File: config.mk
export PLATFORM = sky130hd
export DESIGN_NAME = operand_fetch_flat
export DESIGN_NICKNAME = d
export VERILOG_FILES = /design/src/rtl/operand_fetch_if.sv /design/src/rtl/operand_fetch.sv /design/src/flat_wrapper.sv
export SDC_FILE = /design/constraint.sdc
export NUM_CORES = 2
export LEC_CHECK = 0
export BUFFER_PORTS_ARGS = -buffer_cell sky130_fd_sc_hd__buf_2
export CAP_MARGIN = 20
export CORE_ASPECT_RATIO = 1.1
export CORE_UTILIZATION = 55
export DETAILED_ROUTE_END_ITERATION = 8
export PLACE_DENSITY = 0.81
export SYNTH_ARGS = -nofsm -noshare
export SYNTH_HDL_FRONTEND = slang
export SYNTH_SLANG_ARGS = --single-unit
File: constraint.sdc
create_clock -name clk -period 2.7 [get_ports clk]
set_input_delay 0.405 -clock clk [delete_from_list [all_inputs] [get_ports clk]]
set_output_delay 0.405 -clock clk [all_outputs]
set_load 0.02 [all_outputs]
File: src/rtl/operand_fetch_if.sv
// Bundles the decode-in, writeback and ALU-out signals of the operand fetch stage.
// The slave modport is the fetch stage; the master modport is whatever drives it.
`timescale 1ns/1ps
interface operand_fetch_if #(
    parameter int XLEN = 64
);
    logic                   in_valid;
    logic                   in_ready;
    logic [10:0]            in_opcode;
    logic [3:0]             in_instr_type;
    logic [4:0]             in_rs1;
    logic [4:0]             in_rs2;
    logic [4:0]             in_rd;
    logic signed [31:0]     in_imm;
    logic [5:0]             in_shamt;

    logic                   wb_en;
    logic [4:0]             wb_rd;
    logic [XLEN-1:0]        wb_data;

    logic                   out_valid;
    logic                   out_ready;
    logic [10:0]            out_opcode;
    logic [3:0]             out_instr_type;
    logic signed [XLEN-1:0] out_value1;
    logic signed [XLEN-1:0] out_value2;
    logic [31:0]            out_immediate;
    logic [5:0]             out_shamt;
    logic [4:0]             out_rd;

    modport slave (
        input  in_valid, in_opcode, in_instr_type, in_rs1, in_rs2, in_rd, in_imm, in_shamt,
        input  wb_en, wb_rd, wb_data, out_ready,
        output in_ready, out_valid, out_opcode, out_instr_type, out_value1, out_value2,
        output out_immediate, out_shamt, out_rd
    );

    modport master (
        output in_valid, in_opcode, in_instr_type, in_rs1, in_rs2, in_rd, in_imm, in_shamt,
        output wb_en, wb_rd, wb_data, out_ready,
        input  in_ready, out_valid, out_opcode, out_instr_type, out_value1, out_value2,
        input  out_immediate, out_shamt, out_rd
    );
endinterface

File: src/rtl/operand_fetch.sv
// Operand fetch: register file read, busy scoreboard and a one-deep output register.
// Define OPFETCH_BYPASS_EN to forward same-cycle writeback data into the operand reads.
`timescale 1ns/1ps
module operand_fetch #(
    parameter int XLEN = 64
) (
    input  logic           clk,
    input  logic           reset,
    operand_fetch_if.slave bus
);
    logic [XLEN-1:0] rf_q [32];
    logic [XLEN-1:0] rf_d [32];
    logic [31:0]     busy_q;
    logic [31:0]     busy_d;
    logic [31:0]     set_mask;
    logic [31:0]     clr_mask;
    logic [31:0]     busy_eff;

    logic            wb_fire;
    logic            hazard;
    logic            in_ready;
    logic            accept;
    logic [XLEN-1:0] rs1_val;
    logic [XLEN-1:0] rs2_val;

    logic            out_valid_q,      out_valid_d;
    logic [10:0]     out_opcode_q,     out_opcode_d;
    logic [3:0]      out_instr_type_q, out_instr_type_d;
    logic [XLEN-1:0] out_value1_q,     out_value1_d;
    logic [XLEN-1:0] out_value2_q,     out_value2_d;
    logic [31:0]     out_immediate_q,  out_immediate_d;
    logic [5:0]      out_shamt_q,      out_shamt_d;
    logic [4:0]      out_rd_q,         out_rd_d;

    assign wb_fire = bus.wb_en && (bus.wb_rd != 5'd0);

    // Index 0 never sets or clears, so busy bit 0 stays at its reset value of 0.
    generate
        for (genvar gi = 0; gi < 32; gi++) begin : g_mask
            if (gi == 0) begin : g_zero
                assign set_mask[gi] = 1'b0;
                assign clr_mask[gi] = 1'b0;
            end else begin : g_nz
                assign set_mask[gi] = accept && (bus.in_rd == 5'(gi));
                assign clr_mask[gi] = wb_fire && (bus.wb_rd == 5'(gi));
            end
        end
    endgenerate

`ifdef OPFETCH_BYPASS_EN
    assign busy_eff = busy_q & ~clr_mask;
`else
    assign busy_eff = busy_q;
`endif

    assign hazard   = bus.in_valid &&
                      (busy_eff[bus.in_rs1] || busy_eff[bus.in_rs2] || busy_eff[bus.in_rd]);
    assign in_ready = reset && (!out_valid_q || bus.out_ready) && !hazard;
    assign accept   = bus.in_valid && in_ready;

    // Set wins over clear when an accept and a writeback target the same index.
    assign busy_d = (busy_q & ~clr_mask) | set_mask;

    always_comb begin
        for (int i = 0; i < 32; i++) begin
            rf_d[i] = rf_q[i];
        end
        if (wb_fire) begin
            rf_d[bus.wb_rd] = bus.wb_data;
        end
    end

    always_comb begin
        rs1_val = rf_q[bus.in_rs1];
        rs2_val = rf_q[bus.in_rs2];
`ifdef OPFETCH_BYPASS_EN
        if (wb_fire && (bus.wb_rd == bus.in_rs1)) begin
            rs1_val = bus.wb_data;
        end
        if (wb_fire && (bus.wb_rd == bus.in_rs2)) begin
            rs2_val = bus.wb_data;
        end
`endif
    end

    always_comb begin
        out_valid_d      = out_valid_q;
        out_opcode_d     = out_opcode_q;
        out_instr_type_d = out_instr_type_q;
        out_value1_d     = out_value1_q;
        out_value2_d     = out_value2_q;
        out_immediate_d  = out_immediate_q;
        out_shamt_d      = out_shamt_q;
        out_rd_d         = out_rd_q;
        if (accept) begin
            out_valid_d      = 1'b1;
            out_opcode_d     = bus.in_opcode;
            out_instr_type_d = bus.in_instr_type;
            out_value1_d     = rs1_val;
            out_value2_d     = rs2_val;
            out_immediate_d  = bus.in_imm;
            out_shamt_d      = bus.in_shamt;
            out_rd_d         = bus.in_rd;
        end else if (bus.out_ready) begin
            out_valid_d      = 1'b0;
        end
    end

    always_ff @(posedge clk or negedge reset) begin
        if (!reset) begin
            for (int i = 0; i < 32; i++) begin
                rf_q[i] <= '0;
            end
            busy_q           <= '0;
            out_valid_q      <= 1'b0;
            out_opcode_q     <= '0;
            out_instr_type_q <= '0;
            out_value1_q     <= '0;
            out_value2_q     <= '0;
            out_immediate_q  <= '0;
            out_shamt_q      <= '0;
            out_rd_q         <= '0;
        end else begin
            for (int i = 0; i < 32; i++) begin
                rf_q[i] <= rf_d[i];
            end
            busy_q           <= busy_d;
            out_valid_q      <= out_valid_d;
            out_opcode_q     <= out_opcode_d;
            out_instr_type_q <= out_instr_type_d;
            out_value1_q     <= out_value1_d;
            out_value2_q     <= out_value2_d;
            out_immediate_q  <= out_immediate_d;
            out_shamt_q      <= out_shamt_d;
            out_rd_q         <= out_rd_d;
        end
    end

    assign bus.in_ready       = in_ready;
    assign bus.out_valid      = out_valid_q;
    assign bus.out_opcode     = out_opcode_q;
    assign bus.out_instr_type = out_instr_type_q;
    assign bus.out_value1     = out_value1_q;
    assign bus.out_value2     = out_value2_q;
    assign bus.out_immediate  = out_immediate_q;
    assign bus.out_shamt      = out_shamt_q;
    assign bus.out_rd         = out_rd_q;
endmodule

File: src/flat_wrapper.sv
// flat-port wrapper written by rule: the top's interface ports become plain ports
module operand_fetch_flat 
#(
    parameter int XLEN = 64
)
  (clk, reset, bus_in_valid, bus_in_opcode, bus_in_instr_type, bus_in_rs1, bus_in_rs2, bus_in_rd, bus_in_imm, bus_in_shamt, bus_wb_en, bus_wb_rd, bus_wb_data, bus_out_ready, bus_in_ready, bus_out_valid, bus_out_opcode, bus_out_instr_type, bus_out_value1, bus_out_value2, bus_out_immediate, bus_out_shamt, bus_out_rd);
  operand_fetch_if #(.XLEN(XLEN)) bus_i ();
  input  logic clk;
  input  logic reset;
  input wire logic [$bits(bus_i.in_valid)-1:0] bus_in_valid;
  input wire logic [$bits(bus_i.in_opcode)-1:0] bus_in_opcode;
  input wire logic [$bits(bus_i.in_instr_type)-1:0] bus_in_instr_type;
  input wire logic [$bits(bus_i.in_rs1)-1:0] bus_in_rs1;
  input wire logic [$bits(bus_i.in_rs2)-1:0] bus_in_rs2;
  input wire logic [$bits(bus_i.in_rd)-1:0] bus_in_rd;
  input wire logic [$bits(bus_i.in_imm)-1:0] bus_in_imm;
  input wire logic [$bits(bus_i.in_shamt)-1:0] bus_in_shamt;
  input wire logic [$bits(bus_i.wb_en)-1:0] bus_wb_en;
  input wire logic [$bits(bus_i.wb_rd)-1:0] bus_wb_rd;
  input wire logic [$bits(bus_i.wb_data)-1:0] bus_wb_data;
  input wire logic [$bits(bus_i.out_ready)-1:0] bus_out_ready;
  output wire logic [$bits(bus_i.in_ready)-1:0] bus_in_ready;
  output wire logic [$bits(bus_i.out_valid)-1:0] bus_out_valid;
  output wire logic [$bits(bus_i.out_opcode)-1:0] bus_out_opcode;
  output wire logic [$bits(bus_i.out_instr_type)-1:0] bus_out_instr_type;
  output wire logic [$bits(bus_i.out_value1)-1:0] bus_out_value1;
  output wire logic [$bits(bus_i.out_value2)-1:0] bus_out_value2;
  output wire logic [$bits(bus_i.out_immediate)-1:0] bus_out_immediate;
  output wire logic [$bits(bus_i.out_shamt)-1:0] bus_out_shamt;
  output wire logic [$bits(bus_i.out_rd)-1:0] bus_out_rd;
  assign bus_i.in_valid = bus_in_valid;
  assign bus_i.in_opcode = bus_in_opcode;
  assign bus_i.in_instr_type = bus_in_instr_type;
  assign bus_i.in_rs1 = bus_in_rs1;
  assign bus_i.in_rs2 = bus_in_rs2;
  assign bus_i.in_rd = bus_in_rd;
  assign bus_i.in_imm = bus_in_imm;
  assign bus_i.in_shamt = bus_in_shamt;
  assign bus_i.wb_en = bus_wb_en;
  assign bus_i.wb_rd = bus_wb_rd;
  assign bus_i.wb_data = bus_wb_data;
  assign bus_i.out_ready = bus_out_ready;
  assign bus_in_ready = bus_i.in_ready;
  assign bus_out_valid = bus_i.out_valid;
  assign bus_out_opcode = bus_i.out_opcode;
  assign bus_out_instr_type = bus_i.out_instr_type;
  assign bus_out_value1 = bus_i.out_value1;
  assign bus_out_value2 = bus_i.out_value2;
  assign bus_out_immediate = bus_i.out_immediate;
  assign bus_out_shamt = bus_i.out_shamt;
  assign bus_out_rd = bus_i.out_rd;
  operand_fetch #(.XLEN(XLEN)) u_core (.clk(clk), .reset(reset), .bus(bus_i));
endmodule
==> metrics.md <==
| Metric | Value |
|---|---|
| Row cnt | `177` |
| Power, Total | `103.5 mW` |
| Syn Nets | `7023` |
| Met3 Use GR | `6.682%` |
| Die ar. | `214300 sq um` |
| Crit share post-route | `123.3%` |
| Worst Setup Start Kind | `register` |
| GR Util met2 | `49.61%` |
| Worst EP required | `2300 ps` |
| Final WS setup | `-628.5 ps` |
| Arr. time, crit path | `2920 ps` |
| Slowest cell delay on critical path | `400 ps` |
| I/O pin count | `330` |
| Register clock-pin slew on the reported worst setup and hold paths | `60 ps` |
| Max cap viols | `0` |
| Final core utilization | `63.63%` |
| Max Fclk | `300.4 MHz` |
| Synth async-reset ratio | `100.0%` |
| R2r worst-path depth | `12` |
| Share of cells above drive strength 1 | `65.52%` |
| RSZ-0062 raised after global routing | `true` |
| Vias | `70330` |
| Violations in the final reports | `setup timing` |
| Critical path depth | `8` |
| Worst path most repeated cell | `nand4_1` |
| Initial Util | `55.30%` |
| CTS Buf Count | `232` |
| Unique masters post-synth | `50` |
| Min Tclk post-route | `3329 ps` |
| Register area share after synthesis | `48.53%` |
| Worst rel slew slack | `30.94%` |
| Leading cell types in the layout, fill and taps excluded | `2266 x dfrtp_1, 2114 x mux2_2, 1286 x mux4_2, 318 x buf_2, 234 x clkbuf_16` |
| WP buf/inv | `2` |
| Starting DRT DRC Count | `6857` |
| Met1 Usage GRT | `43.17%` |
| Drc violations | `0` |
| Gr usage total | `31.57%` |
| Hold crit path type | `input port to register` |
| Crit Reg-Reg Endpoint | `u_core.bus.out_shamt[2]` |
| GP Congestion | `0.8657` |
| Synth Instances | `6881` |
| Crit path to | `bus_in_ready` |
| Die height | `485.4 microns` |
| Pins Over Slew Limit | `0` |
| Synth Flop Type | `dfrtp_1` |
| Htree depth | `4` |
| Nets | `7312` |
| CP delay by family, top | `simple AND/OR/NAND/NOR gates` |
| Remaining global-route overflow | `0` |
| Slew @ Worst Pin | `1028 ps` |
| Die width | `441.5 microns` |
| Cell Area, Synth | `116800 sq um` |
| Dpl hpwl | `198200 microns` |
| Clk sinks | `2266` |
| Syn avg cell area | `16.98 sq um` |
| FF+latch count, synth | `2266` |
| Wire per inst | `32.69 microns` |
| Drt pass-1 iters | `8` |
| Grt peak-use layer | `met2` |
| Post-Place Setup Slack | `-344.7 ps` |
| Buffers on Ports | `329` |
| Vias in the first global route | `75440` |
| Worst IR drop on VDD | `691.3 uV` |
| Critical Path Source | `u_core.busy_eff[9]` |
| Critical Path, Cell by Cell | `mux2_2 -> or3_1 -> nand4_1 -> nand4_1 -> buf_4 -> nor4_4 -> o211a_4 -> buf_6` |
| Via/cell ratio | `6.931` |
| Worst R2R Start | `u_core.busy_eff[1]` |
| Final hold vios | `0` |
| Worst-path fanout max | `2` |
| Outcome | `finished, violations left` |
| Latest clock arrival within the worst-skew pair | `890 ps` |
| Yosys warning total | `0` |
| R2R Setup Slk | `-190 ps` |
| Core ar. | `211300 sq um` |
| Pwr dens | `769.7 nW/um^2` |
| Commonest non-fill, non-tap cell in the layout | `dfrtp_1` |
| First-pass GRT wire length | `500400 microns` |
| Type of the worst setup path | `register to output port` |
| CP max-delay cell | `dfrtp_1` |
| Post-synth EDFFs | `0` |
| Post-route ant nets | `0` |
| Final wirelength | `331700 microns` |
| Worst setup EP type | `output port` |
| Initial antenna violation count | `31` |
| Area grow syn2layout | `15.06%` |
| Final setup fails | `178` |
| Clk root buf | `clkbuf_16` |
| Max clock buf depth | `3` |
| Hold WS | `54.07 ps` |
| Leak | `58.52 nW` |
| Clk_skew | `38.12 ps` |
| CTS tree | `built` |
| Largest net degree at the start of global routing | `170` |
Yosys cell counts (10+ instances only):
master / number / area, sq um
buf_12: 10 / 200.2
nor3_1: 10 / 50.05
nand2_1: 24 / 90.09
nor2b_1: 23 / 143.9
inv_1: 11 / 41.29
a41o_1: 14 / 140.1
mux2_2: 2160 / 24320
mux2i_1: 31 / 310.3
mux2_1: 40 / 450.4
dfrtp_1: 2266 / 56700
clkbuf_1: 606 / 2275
nor2_1: 17 / 63.81
buf_1: 135 / 506.7
mux4_2: 1285 / 28940
buf_2: 51 / 255.2
mux2_4: 101 / 1516
a32o_1: 15 / 150.1
per-stage QoR:
stage / setup TNS [ps] / cells / instance area, sq um
3_3_place_gp: -56620 / 9626 / 125000
4_1_cts: -41020 / 10150 / 134700
3_5_place_dp: -52820 / 9626 / 125000
6_report: -16660 / 10150 / 134400
5_1_grt: -23840 / 10140 / 134400
2_1_floorplan: 0 / 6881 / 117000
how the worst min path moves through the flow:
stage | from | end | slack, ps | cells after the start
detailed placement | u_core.rf_q[1995] | u_core.rf_q[1995] | 380 | 0
global route | bus_out_ready | u_core.bus.out_valid | 60 | 3
CTS | bus_out_ready | u_core.bus.out_valid | 4 | 3
finish | bus_out_ready | u_core.bus.out_valid | 50 | 3
global placement | u_core.rf_q[1994] | u_core.rf_q[1994] | 380 | 0
floorplan | reset | u_core.bus.out_immediate[0] | 110 | 0
power breakdown:
group,leakage (nW),internal (mW),switching (mW),total [mW]
combinational,25.6,14.7,9.33,24.0
clock,3.89,19.3,13.9,33.1
sequential,29.1,41.0,5.30,46.3
total,58.5,75.0,28.5,103
layer usage:
metal / vias up / routed length (microns)
met1: 38670 / 127700
li1: 27480 / -
met2: 3403 / 161400
met4: 18 / 13800
met3: 754 / 28600
met5: - / 96
kinds of logic (layout without fill, tap and decap cells):
group                  count (synthesis)  after routing  synth area share [%]
DFF                                 2266           2266                 48.53
and+or+nand+nor                      112            112                0.5365
muxes                               3618           3618                 47.56
buffers and inverters                827           1302                 2.918
AOI/OAI and AO/OA                     58             58                0.4551
other                                  0             17                     0
state kept, by name, indices dropped and copies added (netlist names):
register / count
u_core.bus.out_opcode: 11
u_core.rf_q: 2048
u_core.bus.out_valid: 1
u_core.bus.out_shamt: 6
u_core.bus.out_value1: 64
u_core.bus.out_value2: 64
u_core.bus.out_instr_type: 4
u_core.bus.out_immediate: 32
u_core.busy_eff: 31
u_core.bus.out_rd: 5
repair_timing:
action                     4_1_cts  5_1_grt
hold buffers                    56        0
setup buffers                   35        4
pin swaps                        8        3
gates cloned                    11        0
hold endpoints to repair       538        0
setup endpoints to repair      175      201
resized for setup              166       33
cell type report:
type,count,area [sq um]
Antenna cell,17,42.54
Fill cell,14230,76840
Clock inverter,94,1162
Timing Repair Buffer,870,9011
Multi-Input combinational cell,3788,57290
Tap cell,2774,3471
Inverter,12,50.05
Sequential cell,2266,56700
Clock buffer,326,6701
tightest hold or removal path, delay by kind of cell:
kind                   cells  cell delay, ps
buffers and inverters      1              70
AND/OR/NAND/NOR            1             170
AO/OA/AOI/OAI              1             250
Note: power is estimated with default switching activity, not from simulation.
